===== src/rtl/conv2_layer_ctrl.sv =====
// Conv2 layer sequencer: walks ch/oy/ox/ky/kx, issues memory addresses, and
// lines up MAC enables behind the memory read latency before each pixel write.
module conv2_layer_ctrl #(
  parameter int IMG_W  = 12,
  parameter int K      = 5,
  parameter int OUT_W  = 8,
  parameter int N_CH   = 3,
  parameter int RD_LAT = 2
) (
  input  logic       clk,
  input  logic       reset,
  input  logic       start,
  output logic [7:0] in_addr,
  output logic [6:0] w_addr,
  output logic       mac_en,
  output logic       mac_first,
  output logic       out_we,
  output logic [5:0] out_addr,
  output logic [1:0] out_ch,
  output logic       busy,
  output logic       done
);

  localparam int CW = (N_CH > 1) ? $clog2(N_CH) : 1;
  localparam int PW = (OUT_W > 1) ? $clog2(OUT_W) : 1;
  localparam int KW = (K > 1) ? $clog2(K) : 1;
  localparam int DW = (RD_LAT > 1) ? $clog2(RD_LAT) : 1;

  typedef enum logic [2:0] {IDLE, ISSUE, DRAIN, WRITE, FIN} state_t;

  state_t            state_q, state_d;
  logic [CW-1:0]     ch_q, ch_d;
  logic [PW-1:0]     oy_q, oy_d, ox_q, ox_d;
  logic [KW-1:0]     ky_q, ky_d, kx_q, kx_d;
  logic [DW-1:0]     drain_q, drain_d;
  logic [RD_LAT-1:0] vld_sr_q, vld_sr_d, first_sr_q, first_sr_d;
  logic [7:0]        in_addr_q, in_addr_d;
  logic [6:0]        w_addr_q, w_addr_d;
  logic [5:0]        out_addr_q, out_addr_d;
  logic [1:0]        out_ch_q, out_ch_d;
  logic              out_we_q, out_we_d, busy_q, busy_d, done_q, done_d;
  logic              last_pixel;

  assign last_pixel = (ch_q == CW'(N_CH - 1)) && (oy_q == PW'(OUT_W - 1)) &&
                      (ox_q == PW'(OUT_W - 1));

  always_comb begin
    state_d = state_q;
    ch_d    = ch_q;
    oy_d    = oy_q;
    ox_d    = ox_q;
    ky_d    = ky_q;
    kx_d    = kx_q;
    drain_d = drain_q;

    case (state_q)
      IDLE: if (start) state_d = ISSUE;
      ISSUE: begin
        if (kx_q == KW'(K - 1)) begin
          kx_d = '0;
          if (ky_q == KW'(K - 1)) begin
            ky_d    = '0;
            state_d = DRAIN;
          end else begin
            ky_d = ky_q + 1'b1;
          end
        end else begin
          kx_d = kx_q + 1'b1;
        end
      end
      DRAIN: begin
        if (drain_q == DW'(RD_LAT - 1)) begin
          drain_d = '0;
          state_d = WRITE;
        end else begin
          drain_d = drain_q + 1'b1;
        end
      end
      WRITE: begin
        if (last_pixel) begin
          state_d = FIN;
        end else begin
          state_d = ISSUE;
          if (ox_q == PW'(OUT_W - 1)) begin
            ox_d = '0;
            if (oy_q == PW'(OUT_W - 1)) begin
              oy_d = '0;
              ch_d = ch_q + 1'b1;
            end else begin
              oy_d = oy_q + 1'b1;
            end
          end else begin
            ox_d = ox_q + 1'b1;
          end
        end
      end
      FIN: begin
        ch_d    = '0;
        oy_d    = '0;
        ox_d    = '0;
        ky_d    = '0;
        kx_d    = '0;
        drain_d = '0;
        state_d = IDLE;
      end
      default: state_d = IDLE;
    endcase

    // Each issued tap travels RD_LAT stages so mac_en meets its returning data.
    vld_sr_d[0]   = (state_q == ISSUE);
    first_sr_d[0] = (state_q == ISSUE) && (ky_q == '0) && (kx_q == '0);
    for (int i = 1; i < RD_LAT; i++) begin
      vld_sr_d[i]   = vld_sr_q[i-1];
      first_sr_d[i] = first_sr_q[i-1];
    end

    // Addresses follow the next tap so they hold through DRAIN and WRITE.
    in_addr_d = in_addr_q;
    w_addr_d  = w_addr_q;
    if (state_d == ISSUE) begin
      in_addr_d = 8'((32'(oy_d) + 32'(ky_d)) * 32'(IMG_W) + 32'(ox_d) + 32'(kx_d));
      w_addr_d  = 7'(32'(ch_d) * 32'(K * K) + 32'(ky_d) * 32'(K) + 32'(kx_d));
    end

    out_addr_d = 6'(32'(oy_d) * 32'(OUT_W) + 32'(ox_d));
    out_ch_d   = 2'(ch_d);
    out_we_d   = (state_d == WRITE);
    busy_d     = (state_d == ISSUE) || (state_d == DRAIN) || (state_d == WRITE);
    done_d     = (state_d == FIN);
  end

  always_ff @(posedge clk or posedge reset) begin
    if (reset) begin
      state_q    <= IDLE;
      ch_q       <= '0;
      oy_q       <= '0;
      ox_q       <= '0;
      ky_q       <= '0;
      kx_q       <= '0;
      drain_q    <= '0;
      vld_sr_q   <= '0;
      first_sr_q <= '0;
      in_addr_q  <= '0;
      w_addr_q   <= '0;
      out_addr_q <= '0;
      out_ch_q   <= '0;
      out_we_q   <= 1'b0;
      busy_q     <= 1'b0;
      done_q     <= 1'b0;
    end else begin
      state_q    <= state_d;
      ch_q       <= ch_d;
      oy_q       <= oy_d;
      ox_q       <= ox_d;
      ky_q       <= ky_d;
      kx_q       <= kx_d;
      drain_q    <= drain_d;
      vld_sr_q   <= vld_sr_d;
      first_sr_q <= first_sr_d;
      in_addr_q  <= in_addr_d;
      w_addr_q   <= w_addr_d;
      out_addr_q <= out_addr_d;
      out_ch_q   <= out_ch_d;
      out_we_q   <= out_we_d;
      busy_q     <= busy_d;
      done_q     <= done_d;
    end
  end

  assign in_addr   = in_addr_q;
  assign w_addr    = w_addr_q;
  assign mac_en    = vld_sr_q[RD_LAT-1];
  assign mac_first = first_sr_q[RD_LAT-1];
  assign out_we    = out_we_q;
  assign out_addr  = out_addr_q;
  assign out_ch    = out_ch_q;
  assign busy      = busy_q;
  assign done      = done_q;

endmodule

===== config.mk =====
export PLATFORM = sky130hd
export DESIGN_NAME = conv2_layer_ctrl
export DESIGN_NICKNAME = d
export VERILOG_FILES = /design/src/rtl/conv2_layer_ctrl.sv
export SDC_FILE = /design/constraint.sdc
export NUM_CORES = 1
export LEC_CHECK = 0
export ABC_AREA = 1
export CORE_MARGIN = 10
export CORE_UTILIZATION = 27
export DETAILED_ROUTE_END_ITERATION = 8
export DONT_BUFFER_PORTS = 1
export MAX_ROUTING_LAYER = met4
export PLACE_DENSITY = 0.41
export SYNTH_ARGS = -nofsm -noshare
export SYNTH_HDL_FRONTEND = slang
export SYNTH_SLANG_ARGS = --single-unit
export TNS_END_PERCENT = 100

===== constraint.sdc =====
create_clock -name clk -period 3.5 [get_ports clk]
set_clock_uncertainty 0.1 [all_clocks]
set_input_delay 0.175 -clock clk [delete_from_list [all_inputs] [get_ports clk]]
set_output_delay 0.175 -clock clk [all_outputs]
set_load 0.01 [all_outputs]

==> results.md, run 1 <==
STA:
- The final max-slew violation count was 0.
- After routing, the total negative slack on setup checks comes to 0 ns.
- For this run, the top clock speed supported by timing is 297 MHz.
- The minimum clock period after layout is 3.36 ns.
- The worst slew slack as a fraction of its limit is 0.423.
- The actual transition at the worst max-transition pin is 0.864 ns.
- Dividing the final minimum period by the clock period gives 0.961.
- The number of hold-slack violations in the final timing report is 0.
- Setup repair after global routing could not meet its margin everywhere.
- The number of endpoints failing setup at the final stage is 0.

Setup path:
- At the worst endpoint, the required time is 3.60 ns.
- STA classifies the critical path startpoint as a flop.
- Traced cell by cell, the critical path runs through ha_2 > ha_2 > nand2_1 > inv_1 > nor2_1 > nand2_1 > inv_2 > o21ai_0 > o211a_1 > ha_4 > fa_2 > ha_4 > fa_2 > nand2_2 > nor2_2 > nand3b_1 > nand3_1 > nand2_1.
- The maximum cell stage delay along the critical path is 0.56 ns.
- The setup check on the worst reg-to-reg path leaves a slack of 0.14 ns.
- Among the stages of the critical path, the cell type that occurs most often is nand2_1.
- For the worst setup path, the data arrival time is 3.47 ns.
- The critical path starts at out_addr[3]$_DFF_PP0_.
- For this design, the slowest cell found on the critical path is fa_2.
- The endpoint of the worst register-to-register path is in_addr[7]$_DFFE_PP0P_.
- The startpoint identified for the worst register-to-register timing path is out_addr[3]$_DFF_PP0_.
- For the worst flop-to-flop path, the logic depth is 18.
- The critical path is of the flop to flop type.
- The maximum net fanout on the critical path is 6.
- STA classifies the critical path endpoint as a flop.

Run status:
- The flow ran to the end, and the final reports show no timing, DRC or antenna violations.

CTS:
- The clock reaches the later pin of the worst-skew pair after 0.30 ns.
- The total clock sinks is 40.
- The TritonCTS clock tree is built.
- Counting along the longest clock path gives a buffer depth of 2.
- The maximum level of the CTS H-tree is 2.
- After clock tree synthesis, the clock-pin slew on the worst setup and hold paths is 0.09 ns.
- The total CTS buffers is 5.
- Clock tree synthesis selected as its root buffer the cell clkbuf_8.

Place:
- The placer's final routability congestion estimate is 0.807.
- The post-detailed-placement half-perimeter wirelength is 4.82 mm.
- The count of buffers from port buffering is 0.

Route:
- For this run, the detailed router's first-pass iteration total came to 4.
- The sum of routed wire length over all layers is 6.26 mm.
- The violation count after the first detailed-routing iteration is 133.
- In the routed design, unresolved DRC markers number 0.
- The routed length per instance is 12.7 µm.
- In this run the remaining antenna-violating nets after routing total 0.
- Using the TritonRoute via totals, the vias-per-cell ratio works out to 4.17.
- The number of vias in the routed layout is 2,051.

Die:
- For this configuration, the core starts out at a cell density of 0.275.
- The standard cell core area is 0.00968 mm².
- The floorplan has 36 rows.
- The boundary pin count is 31.
- Measured along the x axis, the die boundary spans 119 µm.
- From bottom edge to top edge, the die measures 119 µm.
- The area enclosed by the die boundary is 0.0142 mm².

Yosys:
- The number of nets produced by synthesis is 342.
- Counting flops and latches in the post-synthesis netlist gives 40.
- In the synthesized netlist, the number of instances is 294.
- Ranked by instance count, the synthesized netlist is headed by nand2_1, inv_1, dfrtp_1.
- The distinct cell type count after synthesis is 28.
- In the synthesized netlist the async set-or-reset flop fraction comes to 1.00.
- The post-synthesis sequential area ratio is 0.376.
- The combined area of all synthesized cells is 0.00266 mm².
- By instance count, the leading cell after synthesis is nand2_1.
- The number of enable flip-flop cells after synthesis is 0.
- The main flop type after synthesis is dfrtp_1.
- The top-area cell type share of the netlist area is 0.376.
- The Yosys step of the flow raised 0 warnings.
- The post-synthesis cell type with the largest combined area is dfrtp_1.
- Each instance of the synthesized netlist takes up on average 9.06 µm².
- Yosys attributes the largest share of cell area to dfrtp_1, ha_1, nand2_1, inv_1, fa_1.

Cells and area:
- The net count of the finished layout is 406.
- The number of antenna cells inserted is 0.
- Relative to the synthesized area, the layout overhead comes to 34.5%.
- In the final layout, the share of cells above drive strength 1 is 0.404.
- Fill cells in the final layout number 1,003.

Min path:
- The endpoint of the worst hold path is state_q[0]$_DFF_PP0_.
- The worst hold path was traced through 2 stages.
- In this run the most critical hold path is launched from start.
- The worst hold-check path type is primary input to flop.

Global routing:
- The first-pass GRT wire length is 9.92 mm.
- In the global route stage, overall resource usage came out at 0.0873.
- The pin count of the biggest net entering global routing is 41.
- The total grt overflow is 0.
- The number of antenna violations at the first check in global routing is 0.
- The via count of the first global-routing pass was 1,988.

Power:
- Summing internal, switching and leakage power gives 800 µW.
- The static leakage is 1.82 nW.
- Dividing total power by cell area gives a power density of 223 mW/mm².
- VDD sags by at most 151 µV.

Run:
- Max-cap violations in this run came to 0.
## where the power goes
group	total [mW]	leakage, nW	internal [mW]	switching, mW
Sequential	0.462	0.494	0.462	0
Clock	0.328	0.0510	0.158	0.171
Combinational	0.0100	1.28	0.000844	0.00920
Total	0.800	1.82	0.620	0.180
## how the worst max path moves through the flow
stage,slack (ns),to
global route,-0.02,w_addr[6]$_DFFE_PP0P_
finish,0.14,in_addr[7]$_DFFE_PP0P_
detailed placement,-0.12,in_addr[7]$_DFFE_PP0P_
CTS,0.009,w_addr[6]$_DFFE_PP0P_
global placement,-0.15,in_addr[7]$_DFFE_PP0P_
floorplan,0.005,in_addr[7]$_DFFE_PP0P_
## placed cells by master, fill, tap and decap left out, types with 2 or more instances in the layout
cell type,instances
nor2_2,3
xnor2_1,3
o21ai_0,6
nor2_4,3
ha_1,23
nand4_1,5
nand3_1,17
nand2_1,61
inv_4,2
a21oi_1,6
nand3_2,5
nor2_1,11
dfrtp_1,39
xor2_1,3
nand2_2,11
ha_4,9
fa_2,5
inv_1,30
ha_2,5
clkinv_2,2
fa_1,3
o21ai_1,2
buf_4,57
clkbuf_8,6
nand2_4,2
xnor2_2,2
o21ai_2,7
inv_2,18
## cells by family (layout without fill, tap and decap cells)
logic type,Yosys count,count (layout),share of synthesized area
buf+inv,52,117,0.0799
compound gates,27,27,0.0644
simple gates,121,121,0.216
fa+ha+maj,45,45,0.234
xor+xnor,9,9,0.0296
flops,40,40,0.376
## flip-flops by register name (all words and copies together) (netlist names)
| name | cells |
|---|---|
| kx_q | 3 |
| out_we | 1 |
| done | 1 |
| ky_q | 3 |
| vld_sr_q | 2 |
| state_q | 3 |
| first_sr_q | 2 |
| out_ch | 2 |
| out_addr | 6 |
| in_addr | 8 |
| busy | 1 |
| drain_q | 1 |
| w_addr | 7 |
## per-stage QoR
step / hold slack, ns / instances / setup slack, ns / instance area (µm²) / util
2_1_floorplan: 0.231 / 294 / 0.00452 / 2680 / -
3_3_place_gp: 0.203 / 474 / -0.146 / 3190 / 0.329
3_5_place_dp: 0.204 / 474 / -0.120 / 3190 / 0.329
4_1_cts: 0.00895 / 484 / 0.00932 / 3350 / 0.346
5_1_grt: 0.00665 / 492 / -0.0209 / 3580 / 0.370
6_report: 0.0122 / 492 / 0.135 / 3580 / 0.370
## critical path, delay by kind of cell, from the launching register on
family                   cells  cell delay, ns
buffers and inverters        2            0.14
flip-flops                   1            0.39
AND/OR/NAND/NOR              8            0.64
adder cells (fa/ha/maj)      6            1.76
AO/OA/AOI/OAI                2            0.24
## cell type report
type,instances,area [µm²],share of cell area
multi-input combinational,202,1680,0.469
sequential,40,1000,0.280
timing repair buffer,59,449,0.125
inverter,50,193,0.0538
tap,133,166,0.0465
clock buffer,6,82.6,0.0231
clock inverter,2,10.0,0.00279
## what timing repair did
action | CTS | global route
gates cloned | 0 | 0
setup endpoints to repair | 7 | 9
resized for setup | 15 | 45
hold buffers | 1 | 0
setup buffers | 1 | 8
hold endpoints to repair | 40 | 0
pin swaps | 4 | 14
## per-layer routing
layer | share of wire | up-vias | global-route usage | wire length, µm
met5 | 0 | - | - | 0
met4 | 0.0075 | 0 | 0.0181 | 47
met3 | 0.060 | 9 | 0.0288 | 375
met2 | 0.45 | 31 | 0.130 | 2840
met1 | 0.48 | 943 | 0.113 | 2990
li1 | - | 1068 | - | -
No activity file was read; power rests on OpenSTA's default activity.
==> run 2, diff against run 1 <==
Settings changed: SETUP_SLACK_MARGIN from default to 0.4.
==> run 2 against run 1 <==
Die area unchanged. Combinational power about the same. Power up 7.4%. Register-to-register slack worse by 0.06 ns. Sequential power about the same. Routed wire length up 2.7%. Sequential share of layout area down 1.7 points. Fmax down 1.8%. Sequential cell count unchanged. Cell count down 1.2%. Via count unchanged. Global-route usage up 0.76 points. Critical path type unchanged. Largest power group unchanged.
==> results.md, run 2 (synthesis gave the netlist of run 1 again) <==
Cells and area:
- Commonest cells after routing, fill and taps aside: nand2_1, buf_4, dfrtp_1 (unchanged).
- The total area of multi-input combinational cells is 0.00191 mm² (was 0.00168 mm²).
- The layout net count came to 400 (was 406).
- The sequential cell area came to 0.00100 mm² (unchanged).
- The number of antenna cells inserted was 0 (unchanged).
- The growth of design area from synthesis to finish was 43.1% (was 34.5%).
- The number of inserted filler cells in the final layout is 971 (was 1,003).
- The flip-flop count of the largest register, all copies and words added is 8 (unchanged).
- The non-filler instance count after layout is 486 (was 492).
- The most common library cell in the layout ignoring fill and taps is nand2_1 (unchanged).
- The fraction of final layout cells with drive strength greater than 1 was 0.456 (was 0.404).

Setup path:
- The kind of critical path is flop to flop (unchanged).
- The cell depth of the worst flop-to-flop path is 18 (unchanged).
- The source of the worst register-to-register timing path is out_addr[3]$_DFF_PP0_ (unchanged).
- The required time of the critical path is 3.59 ns (was 3.60 ns).
- The maximum net fanout on the critical path is 6 (unchanged).
- The arrival time reported for the critical path endpoint is 3.52 ns (was 3.47 ns).
- The worst reg-to-reg setup slack is 0.07 ns (was 0.14 ns).
- The critical path capture point type is a flop (unchanged).
- The endpoint of the worst register-to-register path was in_addr[7]$_DFFE_PP0P_ (unchanged).
- The element type at the critical path start is a flop (unchanged).

Route:
- The sum of routed wire length over all layers is 6.42 mm (was 6.26 mm).
- The routed length per instance is 13.2 µm (was 12.7 µm).
- The number of DRC violations after detailed routing was 0 (unchanged).
- The violation count after the first detailed-routing iteration is 48 (was 133).
- The via density per instance is 4.22 (was 4.17).
- The number of vias in the routed layout is 2,051 (unchanged).
- The first-pass iteration count of the detailed router was 6 (was 4).
- The number of nets still failing antenna checks after routing was 0 (unchanged).

CTS:
- The clock-pin transition on the worst setup and hold timing paths is 0.09 ns (about the same).
- The total clock sinks is 40 (unchanged).
- The worst-case clock buffer depth is 2 (unchanged).
- The maximum level of the CTS H-tree is 2 (unchanged).
- The clock insertion delay at the later pin of the skew report came to 0.30 ns (about the same).
- The TritonCTS clock tree was built (unchanged).
- The total CTS buffers is 5 (unchanged).
- The CTS root buffer is clkbuf_8 (unchanged).

Global routing:
- The number of antenna violations at the first check in global routing is 0 (unchanged).
- The via count of the first global-routing pass is 2,191 (was 1,988).
- The pin count of the biggest net entering global routing is 41 (unchanged).
- The first-pass GRT wire length is 10.7 mm (was 9.92 mm).
- The total grt overflow is 0 (unchanged).
- The global-route usage over all layers is 0.0948 (was 0.0873).

Min path:
- The endpoint of the worst hold path is state_q[0]$_DFF_PP0_ (unchanged).
- The hold-critical path depth is 2 (unchanged).
- The origin of the worst min-delay path was start (unchanged).
- The worst hold-check path type is primary input to flop (unchanged).

Place:
- The placer's final routability congestion estimate was 0.775 (was 0.807).
- The instance count after placement with tap cells included was 448 (was 474).
- The count of buffers from port buffering is 0 (unchanged).
- The post-detailed-placement half-perimeter wirelength is 4.84 mm (was 4.82 mm).

Die:
- The row count was 36 (unchanged).
- The area enclosed by the die boundary is 0.0142 mm² (unchanged).
- The vertical die dimension came to 119 µm (unchanged).
- The standard cell core area is 0.00968 mm² (unchanged).
- The horizontal die dimension came to 119 µm (unchanged).
- The starting density of the core was 0.275 (unchanged).
- The boundary pin count is 31 (unchanged).

STA:
- The number of endpoints failing setup at the final stage is 0 (unchanged).
- The worst slew slack as a fraction of its limit came to 0.410 (was 0.423).
- RSZ-0062 raised after global routing: true (unchanged).
- The final critical-path share of the clock period came to 0.979 (was 0.961).
- The number of hold-slack violations in the final timing report is 0 (unchanged).
- The actual transition at the worst max-transition pin is 0.884 ns (was 0.864 ns).
- The minimum clock period after layout is 3.43 ns (was 3.36 ns).
- The final max-slew violation count was 0 (unchanged).
- The highest clock frequency the design can meet came to 292 MHz (was 297 MHz).
- The post-route setup TNS came to 0 ns (unchanged).

Power:
- The peak supply drop was 157 µV (was 151 µV).
- The static leakage is 1.85 nW (was 1.82 nW).
- The total power of the final layout is 859 µW (was 800 µW).
- The total power divided by cell area is 225 mW/mm² (was 223 mW/mm²).

Run:
- The number of max-cap violations came to 0 (unchanged).

Run status:
- Result of the run: finished clean (unchanged).
[run 2: cell types whose count changed in the layout (fill, tap and decap cells not counted), moves of 6 or more]
cell and delta:
buf_4 -13, buf_6 +7, ha_4 +7, ha_1 -6
[run 2: how the worst max path moves through the flow]
| stage | startpoint | to | slack [ns] | cells past startpoint |
|---|---|---|---|---|
| floorplan | out_addr[3]$_DFF_PP0_ | in_addr[7]$_DFFE_PP0P_ | 0.15 | 19 |
| global placement | out_addr[4]$_DFF_PP0_ | in_addr[6]$_DFFE_PP0P_ | -0.006 | 20 |
| detailed placement | out_addr[4]$_DFF_PP0_ | in_addr[5]$_DFFE_PP0P_ | -0.02 | 17 |
| CTS | out_addr[3]$_DFF_PP0_ | in_addr[7]$_DFFE_PP0P_ | 0.06 | 19 |
| global route | out_addr[3]$_DFF_PP0_ | in_addr[7]$_DFFE_PP0P_ | -0.11 | 18 |
| finish | out_addr[3]$_DFF_PP0_ | in_addr[7]$_DFFE_PP0P_ | 0.07 | 18 |
[run 2: timing repair]
action / 4_1_cts / 5_1_grt
resized for setup: 35 / 36
setup buffers: 18 / 11
hold endpoints to repair: 40 / 0
endpoints found under the setup margin: 10 / 10
hold buffers: 1 / 0
pin swaps: 20 / 39
[run 2: stage by stage]
step                      instance area, µm²   util  hold slack [ns]  setup slack [ns]
after detailed placement                3110  0.321            0.209           -0.0154
after global routing                    3810  0.394           0.0246            -0.109
final                                   3810  0.394           0.0144            0.0750
after floorplan                         2790      -            0.231             0.152
after CTS                               3550  0.367         0.000280            0.0640
after global placement                  3110  0.321            0.213          -0.00606
[run 2: layer usage]
metal,vias to the layer above,part of all wire,GRT usage
li1,1056,-,-
met1,956,0.46,0.117
met2,32,0.47,0.147
met3,7,0.064,0.0274
met4,0,0.012,0.0294
met5,-,0,-
[run 2: final cells by class]
cell class | count | area share
clock inverters | 3 | 0.0112
inverters | 50 | 0.0506
well taps | 133 | 0.0437
flip-flops and latches | 40 | 0.263
multi-input cells | 202 | 0.501
repair buffers | 53 | 0.113
clock buffers | 5 | 0.0181
[run 2: worst max-delay path, cell delays in order, from the launching register on]
cell	delay (ns)
dfrtp_1	0.39
ha_2	0.21
ha_4	0.16
nand2_2	0.05
inv_2	0.04
nor2_2	0.11
nand2_2	0.07
inv_2	0.09
o21ai_1	0.07
o211a_1	0.16
ha_4	0.19
fa_2	0.49
ha_4	0.19
fa_2	0.61
nand2_4	0.08
nor2_4	0.11
nand3b_1	0.07
nand3_1	0.08
nand2_1	0.05
[run 2: power breakdown]
part | internal [mW] | leakage [nW] | switching, mW
Sequential | 0.462 | 0.494 | 0
Clock | 0.211 | 0.0541 | 0.176
Combinational | 0.000843 | 1.30 | 0.00941
Total | 0.674 | 1.85 | 0.185
